`src/rtl/elevator_pkg.sv`:
```
// Shared elevator types: travel direction, on/off flag, hall call slot state and
// the hall call arbiter state.
package elevator_pkg;

  typedef enum logic {UP = 1'b0, DOWN = 1'b1} dir_t;

  typedef enum logic {ON = 1'b0, OFF = 1'b1} onoff_t;

  // Prefixed so the labels do not collide with onoff_t::OFF in this scope.
  typedef enum logic [1:0] {
    CALL_OFF,
    CALL_PENDING,
    CALL_OFFERED,
    CALL_SENT
  } call_st_t;

  typedef enum logic {IDLE, SEND} arb_st_t;

endpackage

```
`src/rtl/hall_button_sync.sv`:
```
// Conditions one raw hall button into a single-cycle press pulse. With
// HALL_CALL_SYNC_EN defined a 2-flop synchronizer precedes the edge detector.
module hall_button_sync (
  input  logic clk,
  input  logic rst_n,
  input  logic btn,
  output logic press
);

  logic sample;
  logic prev;

`ifdef HALL_CALL_SYNC_EN
  logic meta;

  always_ff @(posedge clk or negedge rst_n) begin
    if (!rst_n) begin
      meta   <= 1'b0;
      sample <= 1'b0;
      prev   <= 1'b0;
    end else begin
      meta   <= btn;
      sample <= meta;
      prev   <= sample;
    end
  end
`else
  always_ff @(posedge clk or negedge rst_n) begin
    if (!rst_n) begin
      sample <= 1'b0;
      prev   <= 1'b0;
    end else begin
      sample <= btn;
      prev   <= sample;
    end
  end
`endif

  // Both terms are flop outputs, so the pulse is glitch-free.
  assign press = sample & ~prev;

endmodule

```
`src/rtl/hall_call_panel.sv`:
```
// Hall call panel: latches floor button presses, lights lamps and offers calls
// round-robin to the group controller. Option macro: HALL_CALL_SYNC_EN.
module hall_call_panel
  import elevator_pkg::*;
#(
  parameter int FLOORS  = 6,
  parameter int FLOOR_W = 3
) (
  input  logic               clk,
  input  logic               rst_n,
  input  logic [FLOORS-1:0]  btn_up,
  input  logic [FLOORS-1:0]  btn_down,
  input  logic [FLOOR_W-1:0] car_floor,
  input  logic               car_dir,
  input  logic               door_open,
  output logic               req_valid,
  output logic [FLOOR_W-1:0] req_floor,
  output logic               req_dir,
  input  logic               req_ready,
  output logic [FLOORS-1:0]  up_lamp,
  output logic [FLOORS-1:0]  down_lamp
);

  localparam int SLOTS = 2 * FLOORS;
  localparam int IDX_W = $clog2(SLOTS);

  logic [SLOTS-1:0] press;
  logic [SLOTS-1:0] press_ok;
  logic [SLOTS-1:0] svc_hit;
  call_st_t         slot [SLOTS];
  arb_st_t          state;
  arb_st_t          state_nxt;
  logic [IDX_W-1:0] rr;
  logic [IDX_W-1:0] grant;
  logic [IDX_W-1:0] pick;
  logic             pick_found;
  logic             offer;
  logic             handshake;

  for (genvar f = 0; f < FLOORS; f++) begin : g_btn
    hall_button_sync u_up (
      .clk   (clk),
      .rst_n (rst_n),
      .btn   (btn_up[f]),
      .press (press[2*f])
    );
    hall_button_sync u_down (
      .clk   (clk),
      .rst_n (rst_n),
      .btn   (btn_down[f]),
      .press (press[2*f+1])
    );
  end

  // No up call from the top floor and no down call from the ground floor.
  always_comb begin
    press_ok                 = press;
    press_ok[2*(FLOORS-1)]   = 1'b0;
    press_ok[1]              = 1'b0;
  end

  always_comb begin
    svc_hit = '0;
    if (door_open && (int'(car_floor) < FLOORS)) begin
      for (int f = 0; f < FLOORS; f++) begin
        if (int'(car_floor) == f) begin
          if (f == 0 || f == FLOORS - 1) begin
            svc_hit[2*f]   = 1'b1;
            svc_hit[2*f+1] = 1'b1;
          end else begin
            svc_hit[2*f + int'(car_dir)] = 1'b1;
          end
        end
      end
    end
  end

  // Scan offsets high to low so the pending slot nearest rr wins.
  always_comb begin : p_pick
    int j;
    j          = 0;
    pick       = '0;
    pick_found = 1'b0;
    for (int k = SLOTS - 1; k >= 0; k--) begin
      j = int'(rr) + k;
      if (j >= SLOTS) j = j - SLOTS;
      if (slot[j] == CALL_PENDING) begin
        pick       = IDX_W'(j);
        pick_found = 1'b1;
      end
    end
  end

  always_ff @(posedge clk or negedge rst_n) begin
    if (!rst_n) state <= IDLE;
    else        state <= state_nxt;
  end

  always_comb begin
    state_nxt = state;
    offer     = 1'b0;
    handshake = 1'b0;
    req_valid = 1'b0;
    case (state)
      IDLE: begin
        if (pick_found) begin
          offer     = 1'b1;
          state_nxt = SEND;
        end
      end
      SEND: begin
        req_valid = 1'b1;
        if (req_ready) begin
          handshake = 1'b1;
          state_nxt = IDLE;
        end
      end
      default: state_nxt = IDLE;
    endcase
  end

  always_ff @(posedge clk or negedge rst_n) begin
    if (!rst_n) begin
      req_floor <= '0;
      req_dir   <= 1'b0;
      grant     <= '0;
      rr        <= '0;
    end else begin
      if (offer) begin
        grant     <= pick;
        req_floor <= FLOOR_W'(pick >> 1);
        req_dir   <= pick[0];
      end
      if (handshake) begin
        rr <= (grant == IDX_W'(SLOTS - 1)) ? '0 : grant + IDX_W'(1);
      end
    end
  end

  // Service outranks every other event on a slot.
  always_ff @(posedge clk or negedge rst_n) begin
    if (!rst_n) begin
      for (int i = 0; i < SLOTS; i++) slot[i] <= CALL_OFF;
    end else begin
      for (int i = 0; i < SLOTS; i++) begin
        if (svc_hit[i]) begin
          slot[i] <= CALL_OFF;
        end else if (offer && pick == IDX_W'(i)) begin
          slot[i] <= CALL_OFFERED;
        end else if (handshake && grant == IDX_W'(i) && slot[i] == CALL_OFFERED) begin
          slot[i] <= CALL_SENT;
        end else if (press_ok[i] && slot[i] == CALL_OFF) begin
          slot[i] <= CALL_PENDING;
        end
      end
    end
  end

  always_comb begin
    for (int f = 0; f < FLOORS; f++) begin
      up_lamp[f]   = (slot[2*f]   != CALL_OFF);
      down_lamp[f] = (slot[2*f+1] != CALL_OFF);
    end
  end

endmodule

```
`config.mk`:
```
export PLATFORM = sky130hd
export DESIGN_NAME = hall_call_panel
export DESIGN_NICKNAME = d
export VERILOG_FILES = /design/src/rtl/elevator_pkg.sv /design/src/rtl/hall_button_sync.sv /design/src/rtl/hall_call_panel.sv
export SDC_FILE = /design/constraint.sdc
export NUM_CORES = 1
export LEC_CHECK = 0
export ABC_CLOCK_PERIOD_IN_PS = 5400
export CAP_MARGIN = 20
export CORE_MARGIN = 4
export CORE_UTILIZATION = 55
export CTS_BUF_LIST = sky130_fd_sc_hd__clkbuf_4 sky130_fd_sc_hd__clkbuf_8
export CTS_CLUSTER_DIAMETER = 30
export DETAILED_ROUTE_END_ITERATION = 8
export HOLD_SLACK_MARGIN = 0.02
export PLACE_DENSITY = 0.76
export SLEW_MARGIN = 20
export SYNTH_ARGS = -nofsm -noshare
export SYNTH_HDL_FRONTEND = slang
export SYNTH_SLANG_ARGS = --single-unit
```
`constraint.sdc`:
```
create_clock -name clk -period 5.4 [get_ports clk]
set_clock_uncertainty 0.15 [all_clocks]
set_input_delay 1.08 -clock clk [delete_from_list [all_inputs] [get_ports clk]]
set_output_delay 1.08 -clock clk [all_outputs]
set_load 0.01 [all_outputs]
```
=== Word-level counts from Yosys, hierarchy flattened ===
Index checks and enable logic that the tools add are counted.

* Bits in registers: 57
* Input port bits: 20
* Output and inout bits: 17

* $add $sub $neg: 28
* Equality and inequality tests: 51
* Mux-type cells: 145
* Magnitude comparators: 33
* Bitwise operators: 37
* Reduce and logical (&&, ||, !) cells: 88

{| class="wikitable"
|+ Operator list
! operator !! number
|-
| >= comparator 32 x 5 -> 1 bit (second input constant) || 12
|-
| two-way mux 32 bit || 12
|-
| NOT 32 bit || 12
|-
| two-way mux 2 bit || 71
|-
| two-way mux 12 bit || 10
|-
| binary-select mux 2 bit (select 4 bit) || 12
|-
| subtractor 5 x 4 -> 6 bit (second input constant) || 11
|-
| >= comparator 5 x 4 -> 1 bit (second input constant) || 11
|-
| two-way mux 4 bit || 13
|-
| logical AND 1 bit || 51
|-
| OR 12 bit || 4
|-
| nonzero test 4 bit || 10
|-
| == test 4 x 3 -> 1 bit (second input constant) || 8
|-
| == test 4 bit (second input constant) || 8
|-
| == test 2 x 1 -> 1 bit (second input constant) || 12
|-
| == test 2 bit (second input constant) || 12
|-
| nonzero test 2 bit || 12
|-
| two-way mux 1 bit || 22
|-
| adder 4 x 3 -> 5 bit (second input constant) || 4
|-
| adder 4 x 4 -> 5 bit (second input constant) || 4
|-
| logical NOT 2 bit || 10
|-
| demux 1 bit (select 4 bit) || 4
|-
| == test 4 x 2 -> 1 bit (second input constant) || 4
|-
| == test 3 bit (second input constant) || 4
|-
| other kinds (23) || 49
|}

=== Logic depth before layout (Yosys ltp) ===
* Word-level depth: 25
* Depth in mapped cells: 19

=== Hierarchy ===
A second synthesis with hierarchy kept.

* Cell total of the unflattened synthesis: 551
* Area, all modules: 4843.4 um^2

{| class="wikitable"
|+ By module, submodules not included
! module !! area each (um^2) !! cells each !! times used !! seq. area each (um^2)
|-
| hall_call_panel || 4205.3 || 521 || 1 || 825.8
|-
| hall_button_sync || 63.8 || 3 || 10 || 50.0
|}

=== Worst setup path before layout ===
Ideal clock, no wire load.

* Path kind: flip-flop to flip-flop
* Start: register rr[2]
* End: register slot[0] in the netlist's numbering
* Data required time: 5.127 ns
* Library setup time: 0.123 ns
* Cell stages (with the launch flop): 17
* Path slack: 1.112 ns
* Arrival time: 4.015 ns
* Cell sequence: dfrtp_1 buf_2 inv_1 ha_1 a21oi_1 xnor2_1 ha_1 or4b_1 a21o_1 and3b_1 o21a_1 or2_1 a2111oi_4 o32ai_1 or3_1 buf_4 o221a_1

* Longest elaborated chain between the ends: 25

{| class="wikitable"
|+ RTL lines
! what !! line !! text
|-
| start, declared || hall_call_panel.sv:33 || <nowiki>logic [IDX_W-1:0] rr;</nowiki>
|-
| start signal, assigned || hall_call_panel.sv:135 || <nowiki>rr <= (grant == IDX_W'(SLOTS - 1)) ? '0 : grant + IDX_W'(1);</nowiki>
|-
| adder 4 x 4 -> 5 bit || hall_call_panel.sv:85 || <nowiki>j = int'(rr) + k;</nowiki>
|-
| subtractor 5 x 4 -> 6 bit / >= comparator 5 x 4 -> 1 bit (equally long branches) || hall_call_panel.sv:86 || <nowiki>if (j >= SLOTS) j = j - SLOTS;</nowiki>
|-
| two-way mux 32 bit || hall_call_panel.sv:86 ||
|-
| NOT 32 bit (implied by the code) || hall_call_panel.sv:87 || <nowiki>if (slot[j] == CALL_PENDING) begin</nowiki>
|-
| binary-select mux 2 bit (select 4 bit) || hall_call_panel.sv:87 ||
|-
| two-way mux 2 bit (implied by the code) (2 in series) || hall_call_panel.sv:87 ||
|-
| == test 2 x 1 -> 1 bit || hall_call_panel.sv:87 ||
|-
| two-way mux 1 bit (12 in series) || hall_call_panel.sv:87 ||
|-
| two-way mux 1 bit || hall_call_panel.sv:106 || <nowiki>if (pick_found) begin</nowiki>
|-
| two-way mux 1 bit || hall_call_panel.sv:104 || <nowiki>case (state)</nowiki>
|-
| logical AND 1 bit (*) || hall_call_panel.sv:148 || <nowiki>end else if (offer && pick == IDX_W'(i)) begin</nowiki>
|-
| two-way mux 2 bit || hall_call_panel.sv:148 ||
|-
| two-way mux 2 bit || hall_call_panel.sv:146 || <nowiki>if (svc_hit[i]) begin</nowiki>
|-
| end signal, assigned by index || hall_call_panel.sv:147 || <nowiki>slot[i] <= CALL_OFF;</nowiki>
|-
| end signal, assigned by index || hall_call_panel.sv:149 || <nowiki>slot[i] <= CALL_OFFERED;</nowiki>
|-
| end signal, assigned by index || hall_call_panel.sv:151 || <nowiki>slot[i] <= CALL_SENT;</nowiki>
|-
| end, declared || hall_call_panel.sv:30 || <nowiki>call_st_t slot [SLOTS];</nowiki>
|}

Every way passes the cells marked *; elsewhere a longest branch is shown, timed or not. The select of a mux whose other input is x is not followed.
A chain may end at the register's enable or synchronous reset.

=== Worst setup path in the final report ===
* Start: register rr[1]
* End: register slot[14] in the netlist's numbering

The elaborated chain is that of the path after synthesis.

==> run metrics <==
run status finished clean; cell area after synthesis 4790 sq um; Sum Neg Setup Slack 0 ns; gr ovfl total 0; cells along the critical path ha_1, nand2_1, xnor2_1, inv_1, ha_1, a211oi_2, mux2_2, nor4b_1, a211o_1, nor3_1, o221a_2, nor3_1, o211ai_1, nand2b_1, o221a_2; CTS clock-pin slew for the worst setup and hold paths 0.09 ns; global routing usage summed across all routing layers 26.4%; gate count after technology mapping 528; critical path data arrival time 5.09 ns; standard cell core area 8340 sq um; fraction of synthesis flops using an asynchronous set or reset pin 100%; std cell rows 33; via count of the first global-routing pass 4,247; largest stage delay on the critical path 0.62 ns; Port Buffers 34; Worst slew margin 49.6%; slowest CP cell dfrtp_1; CTS resizes 0; area enclosed by the die boundary 10,300 sq um; largest area contributor in the netlist dfrtp_1; Hold Buf Count CTS 0; number of vias after detailed routing 4,382; post-place instance area 5220 sq um; Synth cell types 74; met3 routing resource usage after global routing 3.03%; Post-CTS Setup Repair Bufs 0; endpoint type of the worst setup path register; clk root buf clkbuf_8; minimum period implied by the final worst setup slack 5.05 ns; antenna violations before repair 0; Top FF cell, synth dfrtp_1; final hold viol count 0; maximum achievable frequency 198 MHz; met1 Track Usage GR 33.1%; met2 layer usage reported by global route 45.5%; final setup violation count 0; Die Width 101 um; initial standard-cell utilization of the core 57.5%; Min Hold Slack 0.238 ns; type of the tightest min-delay check reg2reg; Final Wtd Congestion 1.01; ANT cells 0; Ys Warns 0; number of top-level pins 37; TritonCTS Sinks 53; ranking of synthesized cells by instance count dfrtp_1, nand2_1, nor2_1; wire length of the first global-routing pass 21,400 um; transition time at the pin with the least slew margin 0.750 ns; setup repair after global routing missed its margin false; Critical Path Source Type register; number of pins with negative max-slew slack in the final report 0; synthesized net count 572; proportion of netlist area held by the largest area contributor 27.7%; Synth area leaders dfrtp_1, mux4_2, ha_1; synthesized flop and latch total 53; most frequent cell after synthesis dfrtp_1; number of synthesized flops with an enable pin 0; drt pass-1 iters 5; Initial DRC Count 299; DRC violation count after routing 0; residual antenna-violating net count after detailed routing 0; fraction of final layout cells with drive strength greater than 1 12.5%; busiest layer in global routing met2; Via density 6.57; Skew-Pair Late Insertion Delay 0.30 ns; largest net degree at the start of global routing 54; crit path max fanout 10; max-capacitance violation count 0; endpoint required time on the critical path 5.44 ns; Syn-to-layout area delta 10.5%; buffer depth of the longest clock path 2; number of nets in the layout 607; mean post-synth cell area 9.08 sq um; detailed-placement wirelength estimate 10,600 um; final routed wire length divided by cell count 19.9 um; worst hold path depth 0; sequential fraction of the synthesis area 27.7%; number of H-tree levels 2; Reg2Reg Depth 15; Worst Path Class, Setup reg2reg; sum of routed wire length over all layers 13,300 um; height of the die 101 um; portion of the clock cycle consumed by the worst path in the final layout 93.5%; CTS buffer count 5; CTS tree built; design area 5300 sq um
## final timing paths
| check | start | to | slack (ns) |
|---|---|---|---|
| setup reg to reg | rr[1] | slot[14] | 0.35 |
| max in group asynchronous | rst_n | g_btn[1].u_down.sample | 3.93 |
| min in group asynchronous | rst_n | g_btn[4].u_down.sample | 0.74 |
| hold / removal | g_btn[0].u_up.sample | g_btn[0].u_up.prev | 0.24 |
| setup / recovery | rr[1] | slot[14] | 0.35 |
| hold reg to reg | g_btn[0].u_up.sample | g_btn[0].u_up.prev | 0.24 |
## cell usage in the layout (no fill, tap or decap), drive strengths merged, types with 11 or more instances in the layout
cell type	n
a211oi	12
buf	11
nor2	35
o21a	11
nand3	21
o21ai	31
inv	21
nand2b	22
clkdlybuf4s50	33
a21oi	28
mux4	17
nor2b	19
ha	24
dfrtp	53
nor3	15
or2	16
nand2	48
## per-stage QoR
| stage | worst slack, ns | util (%) | instances |
|---|---|---|---|
| 2_1_floorplan | 1.11 | - | 528 |
| 3_3_place_gp | 0.581 | 62.6 | 661 |
| 3_5_place_dp | 0.479 | 62.6 | 661 |
| 4_1_cts | 0.443 | 63.5 | 667 |
| 5_1_grt | 0.0883 | 63.5 | 667 |
| 6_report | 0.354 | 63.5 | 667 |
## flip-flops by register name (all words and copies together), names as in the netlist
name	cells
slot	24
g_btn.u_up.prev	5
g_btn.u_up.sample	5
g_btn.u_down.prev	5
g_btn.u_down.sample	5
rr	4
req_floor	3
grant	1
state	1
## kinds of logic (layout without fill, tap and decap cells)
group           after synthesis  after routing  synth area share (%)
flops                        53             53                  27.7
buf+inv                      37             71                  4.10
mux                          25             25                  9.71
fa+ha+maj                    24             24                  6.26
compound gates              158            158                  25.2
simple gates                219            219                  24.9
xor+xnor                     12             12                  2.19
## metal layers
layer / vias to the layer above / share of wire (%)
met1: 2109 / 42
li1: 2066 / -
met5: - / 0
met3: 44 / 4.6
met4: 0 / 4.4
met2: 163 / 49
## layout make-up
cell class                 count  area [sq um]
fill                         733          3040
clock buffer                   5          68.8
inverter                      21          83.8
timing repair buffer          44           410
sequential                    53          1330
multi-input combinational    438          3270
clock inverter                 1          5.00
tap                          105           131
## critical path, delay by kind of cell (launching register included)
family,cells,cell delay (ns)
compound gates,5,1.44
mux,1,0.39
fa+ha+maj,2,0.56
buf+inv,1,0.15
xor+xnor,1,0.37
flops,1,0.62
simple gates,5,1.25
Power is not shown: default switching activity piles up to over one toggle a cycle in this logic, so the estimate is an artifact.
==> variant 1, RTL diff (config.mk and constraints unchanged) <==
The option `HALL_CALL_SYNC_EN` is turned on by a define.
--- a/src/rtl/hall_button_sync.sv
+++ b/src/rtl/hall_button_sync.sv
@@ -2,2 +2,4 @@
 // HALL_CALL_SYNC_EN defined a 2-flop synchronizer precedes the edge detector.
+`define HALL_CALL_SYNC_EN
+
 module hall_button_sync (
Formal check against the unedited RTL: not equivalent (a bounded check fails within 4 cycles, from zero or initial values and one cycle with rst_n low).
==> variant 1 against the original RTL <==
Final area increased by 5.2%. Count of clock-buffer cells in the layout increased by 8. Area after synthesis increased by 3.1%. Highest routed layer unchanged. Setup slack improved by 0.25 ns. Sequential cell count increased by 10. Routed wire length decreased by 8.8%. Global-route usage decreased by 1.9 points. Synthesized cell count decreased by 6.6%.
Power is left out: the tool's default activity adds up to more than one toggle a clock period on the data nets, which glitch-free logic cannot reach.
==> variant 1: results (changes against the original RTL) <==
| Metric | Value |
|---|---|
| Dominant register cell in the synthesized netlist | sky130_fd_sc_hd__dfrtp_1 (unchanged) |
| First-pass GRT wire length | 20.09 mm (was 21.45 mm) |
| Fraction of the yosys area taken by sequential cells | 31.90% (was 27.67%) |
| Mapped Nets | 537 (was 572) |
| Total routed wirelength | 12.12 mm (was 13.30 mm) |
| Worst slew slack as a fraction of its limit | 45.12% (was 49.64%) |
| Final critical-path share of the clock period | 88.83% (was 93.45%) |
| CTS clock-pin slew for the worst setup and hold paths | 0.07 ns (was 0.09 ns) |
| Standard cell area after detailed placement | 0.005341 sq mm (was 0.005223 sq mm) |
| Setup repair bufs after CTS | 0 (unchanged) |
| Post-detail-place hpwl | 9.306 mm (was 10.63 mm) |
| Later-pin clock latency in the skew report | 0.33 ns (was 0.30 ns) |
| Worst path slowest cell | sky130_fd_sc_hd__a211oi_4 (was sky130_fd_sc_hd__dfrtp_1) |
| Critical Path Max Stage Delay | 0.45 ns (was 0.62 ns) |
| Maximum buffer depth of the clock tree | 2 (unchanged) |
| Run status | finished, final reports clean (unchanged) |
| Critical path data arrival time | 4.86 ns (was 5.09 ns) |
| Pin count of the biggest net entering global routing | 64 (was 54) |
| Cell types occupying the most area after synthesis | sky130_fd_sc_hd__dfrtp_1 (32%), sky130_fd_sc_hd__ha_1 (6.1%), sky130_fd_sc_hd__mux4_2 (5.0%), sky130_fd_sc_hd__nand2b_1 (3.5%), sky130_fd_sc_hd__nand2_1 (2.5%) (was sky130_fd_sc_hd__dfrtp_1 (28%), sky130_fd_sc_hd__mux4_2 (8.0%), sky130_fd_sc_hd__ha_1 (6.3%), sky130_fd_sc_hd__nand2_1 (3.8%), sky130_fd_sc_hd__nand2b_1 (2.9%)) |
| Fill cell total of the finished layout | 727 (was 733) |
| Count of nets after finishing | 576 (was 607) |
| Clock buffer count from CTS | 9 (was 5) |
| Via count of the first global-routing pass | 3954 (was 4247) |
| Register with the most flip-flops | slot (unchanged) |
| Most frequent cells after synthesis | sky130_fd_sc_hd__dfrtp_1 (63), sky130_fd_sc_hd__nand2_1 (33), sky130_fd_sc_hd__nor2_1 (30) (was sky130_fd_sc_hd__dfrtp_1 (53), sky130_fd_sc_hd__nand2_1 (48), sky130_fd_sc_hd__nor2_1 (35)) |
| Number of warnings printed during yosys synthesis | 0 (unchanged) |
| Initial detailed-routing violation count | 195 (was 299) |
| Number of search-and-repair iterations in the first detailed-routing pass | 4 (was 5) |
| Highest fanout seen on the critical path | 10 (unchanged) |
| Final core utilization | 63.90% (was 63.50%) |
| Htree depth | 3 (was 2) |
| Vias/cell | 6.256 (was 6.570) |
| Path depth of the worst reg2reg path | 15 (unchanged) |
| GRT Util Overall | 24.50% (was 26.38%) |
| Gp weighted congestion | 1.047 (was 1.007) |
| CTS resizes | 0 (unchanged) |
| Count of distinct cell types in the synthesized netlist | 90 (was 74) |
| Share of cells above drive strength 1 | 17.69% (was 12.46%) |
| Number of antenna violations at the first check in global routing | 0 (unchanged) |
-- variant 1: logic make-up (layout without fill, tap and decap cells) --
family	Yosys count	count (layout)	synth area share (%)
flops	63	63	31.90
compound gates	131	131	21.22
fa+ha+maj	24	24	6.076
xor+xnor	14	14	2.633
mux	33	33	10.81
buf+inv	37	81	4.304
simple gates	191	191	23.06
-- variant 1: cell type report --
type | count | area share [%]
multi-input cells | 393 | 56.58
repair buffers | 40 | 6.825
flip-flops and latches | 63 | 28.29
clock buffers | 13 | 2.986
well taps | 108 | 2.425
clock inverters | 3 | 1.167
inverters | 25 | 1.729
-- variant 1: final timing paths --
| kind | startpoint | endpoint | slack, ns |
|---|---|---|---|
| min reg2reg | g_btn[2].u_up.meta | g_btn[2].u_up.sample | 0.20 |
| max | rr[1] | slot[0] | 0.60 |
| min in group asynchronous | rst_n | slot[12] | 0.74 |
| min | g_btn[2].u_up.meta | g_btn[2].u_up.sample | 0.20 |
| max in group asynchronous | rst_n | g_btn[5].u_down.meta | 3.83 |
| max reg2reg | rr[1] | slot[0] | 0.60 |
-- variant 1: stage by stage --
step	setup slack (ns)	hold WS, ns	std cells
finish	0.6029	0.1960	645
global route	0.3508	0.2046	645
CTS	0.6883	0.2014	645
detailed placement	0.7181	0.1858	629
global placement	0.7675	0.1816	629
floorplan	1.263	0.1812	493
-- variant 1: worst reg2reg max path: stages (launching register included) --
cell	delay [ns]
sky130_fd_sc_hd__dfrtp_1	0.35
sky130_fd_sc_hd__clkinv_1	0.37
sky130_fd_sc_hd__ha_1	0.38
sky130_fd_sc_hd__xor2_1	0.23
sky130_fd_sc_hd__inv_1	0.07
sky130_fd_sc_hd__ha_1	0.19
sky130_fd_sc_hd__a211oi_1	0.35
sky130_fd_sc_hd__o21ai_1	0.14
sky130_fd_sc_hd__xnor2_1	0.33
sky130_fd_sc_hd__mux2i_1	0.14
sky130_fd_sc_hd__o21ai_0	0.41
sky130_fd_sc_hd__o311ai_0	0.23
sky130_fd_sc_hd__o221a_4	0.30
sky130_fd_sc_hd__a211oi_4	0.45
sky130_fd_sc_hd__nand3_2	0.25
sky130_fd_sc_hd__o221a_1	0.32
-- variant 1: metal layers --
| layer | vias to the layer above | track usage [%] | share of wire, % |
|---|---|---|---|
| li1 | 1917 | - | - |
| met1 | 1990 | 32.00 | 43 |
| met2 | 110 | 42.20 | 51 |
| met3 | 18 | 3.248 | 4.2 |
| met4 | 0 | 8.167 | 2.0 |
| met5 | - | 0 | 0 |
==> variant 2, RTL diff (same settings) <==
Without the edit above. Register the input `btn_down` before use, without a reset. The logic sees it one clock later. The other inputs are not delayed to match.
--- a/src/rtl/hall_call_panel.sv
+++ b/src/rtl/hall_call_panel.sv
@@ -26,2 +26,8 @@
 
+  logic [FLOORS-1:0] btn_down_q;
+
+  always_ff @(posedge clk) begin
+    btn_down_q <= btn_down;
+  end
+
   logic [SLOTS-1:0] press;
@@ -49,3 +55,3 @@
       .rst_n (rst_n),
-      .btn   (btn_down[f]),
+      .btn   (btn_down_q[f]),
       .press (press[2*f+1])
Formal check against the unedited RTL: not equivalent (a bounded check fails within 4 cycles, from zero or initial values and one cycle with rst_n low).
==> variant 2 against the original RTL <==
Final area up 1.0%. Area after synthesis decreased by 2.3%. Count of clock-buffer cells in the layout grew 5. Critical path depth is the same. Routed wire length decreased by 6.9%. Sequential cell count rose by 5. Setup slack improved by 0.093 ns. Critical path type unchanged. Largest cell class unchanged.
Power is left out: the tool's default activity adds up to more than one toggle a clock period on the data nets, which glitch-free logic cannot reach.
==> variant 2: results (changes against the original RTL) <==
| Metric | Value |
|---|---|
| Most frequent cells after synthesis | sky130_fd_sc_hd__dfrtp_1 (53), sky130_fd_sc_hd__nor2_1 (40), sky130_fd_sc_hd__nand2_1 (35) (was sky130_fd_sc_hd__dfrtp_1 (53), sky130_fd_sc_hd__nand2_1 (48), sky130_fd_sc_hd__nor2_1 (35)) |
| Vias/cell | 6.458 (was 6.570) |
| Fraction of the yosys area taken by sequential cells | 30.47% (was 27.67%) |
| Later-pin clock latency in the skew report | 0.33 ns (was 0.30 ns) |
| Count of distinct cell types in the synthesized netlist | 75 (was 74) |
| Mapped Nets | 555 (was 572) |
| Count of nets after finishing | 593 (was 607) |
| Number of flip-flops under the largest register name | 24 (unchanged) |
| CTS clock-pin slew for the worst setup and hold paths | 0.07 ns (was 0.09 ns) |
| Clock buffer count from CTS | 9 (was 5) |
| Share of cells above drive strength 1 | 14.26% (was 12.46%) |
| First-pass GRT wire length | 20.39 mm (was 21.45 mm) |
| Post-detail-place hpwl | 9.559 mm (was 10.63 mm) |
| Run status | finished, final reports clean (unchanged) |
| Number of max-slew violations in the final report | 0 (unchanged) |
| Fill cell total of the finished layout | 708 (was 733) |
| Highest fanout seen on the critical path | 11 (was 10) |
| Proportion of synthesized flip-flops having asynchronous set or reset | 91.38% (was 100.0%) |
| Initial detailed-routing violation count | 260 (was 299) |
| Via count of the first global-routing pass | 4168 (was 4247) |
| Critical path data arrival time | 5.02 ns (was 5.09 ns) |
| Total routed wirelength | 12.38 mm (was 13.30 mm) |
| GRT Util Overall | 25.51% (was 26.38%) |
| Htree depth | 3 (was 2) |
| Worst slew slack as a fraction of its limit | 46.72% (was 49.64%) |
| Cell types occupying the most area after synthesis | sky130_fd_sc_hd__dfrtp_1 (28%), sky130_fd_sc_hd__ha_1 (6.4%), sky130_fd_sc_hd__mux4_2 (4.8%), sky130_fd_sc_hd__nor2_1 (3.2%), sky130_fd_sc_hd__nand2_1 (2.8%) (was sky130_fd_sc_hd__dfrtp_1 (28%), sky130_fd_sc_hd__mux4_2 (8.0%), sky130_fd_sc_hd__ha_1 (6.3%), sky130_fd_sc_hd__nand2_1 (3.8%), sky130_fd_sc_hd__nand2b_1 (2.9%)) |
| Maximum buffer depth of the clock tree | 2 (unchanged) |
==> variant 2: layer usage <==
layer | track usage, % | part of all wire, % | wire (um)
met3 | 3.892 | 5.3 | 655
met4 | 11.19 | 3.1 | 389
met1 | 32.20 | 42 | 5220
met2 | 43.27 | 49 | 6113
met5 | 0 | 0 | 0
==> variant 2: path summary, 6_finish.rpt <==
check	start	end	slack (ns)	depth (start not counted)
worst max-delay path	rr[1]	slot[22]	0.45	15
worst min-delay path	btn_down_q[5]	g_btn[5].u_down.sample	0.18	0
worst max register to register	rr[1]	slot[22]	0.45	15
worst min register to register	btn_down_q[5]	g_btn[5].u_down.sample	0.18	0
max in group asynchronous	rst_n	slot[7]	3.95	2
min in group asynchronous	rst_n	g_btn[2].u_down.sample	0.71	2
==> variant 2: stage by stage <==
step	std cells	setup slack (ns)	cell area, sq um
floorplan	511	0.8133	4681
global placement	643	0.4984	5139
detailed placement	643	0.3449	5139
CTS	659	0.3250	5343
global route	659	0.1655	5351
finish	659	0.4463	5351
==> variant 2: area by class of cell <==
class | instances | area share (%)
clock buffers | 10 | 2.572
clock inverters | 6 | 1.239
inverters | 20 | 1.403
multi-input cells | 417 | 58.15
flip-flops and latches | 58 | 26.65
well taps | 105 | 2.455
repair buffers | 43 | 7.529
==> variant 2: logic make-up after synthesis <==
kind of cell,after synthesis,share of synthesized area [%]
mux,25,8.207
buf+inv,36,3.234
flops,58,30.47
fa+ha+maj,24,6.415
simple gates,211,25.55
compound gates,148,24.43
xor+xnor,9,1.684
==> variant 2: critical path, delay by kind of cell, from the launching register on <==
| kind | cells | cell delay, ns |
|---|---|---|
| and+or+nand+nor | 4 | 1.26 |
| adders and majority gates | 2 | 0.66 |
| xor gates and xnor gates | 1 | 0.25 |
| DFF | 1 | 0.49 |
| AOI/OAI and AO/OA | 4 | 1.03 |
| buffers and inverters | 2 | 0.28 |
| muxes | 2 | 0.70 |
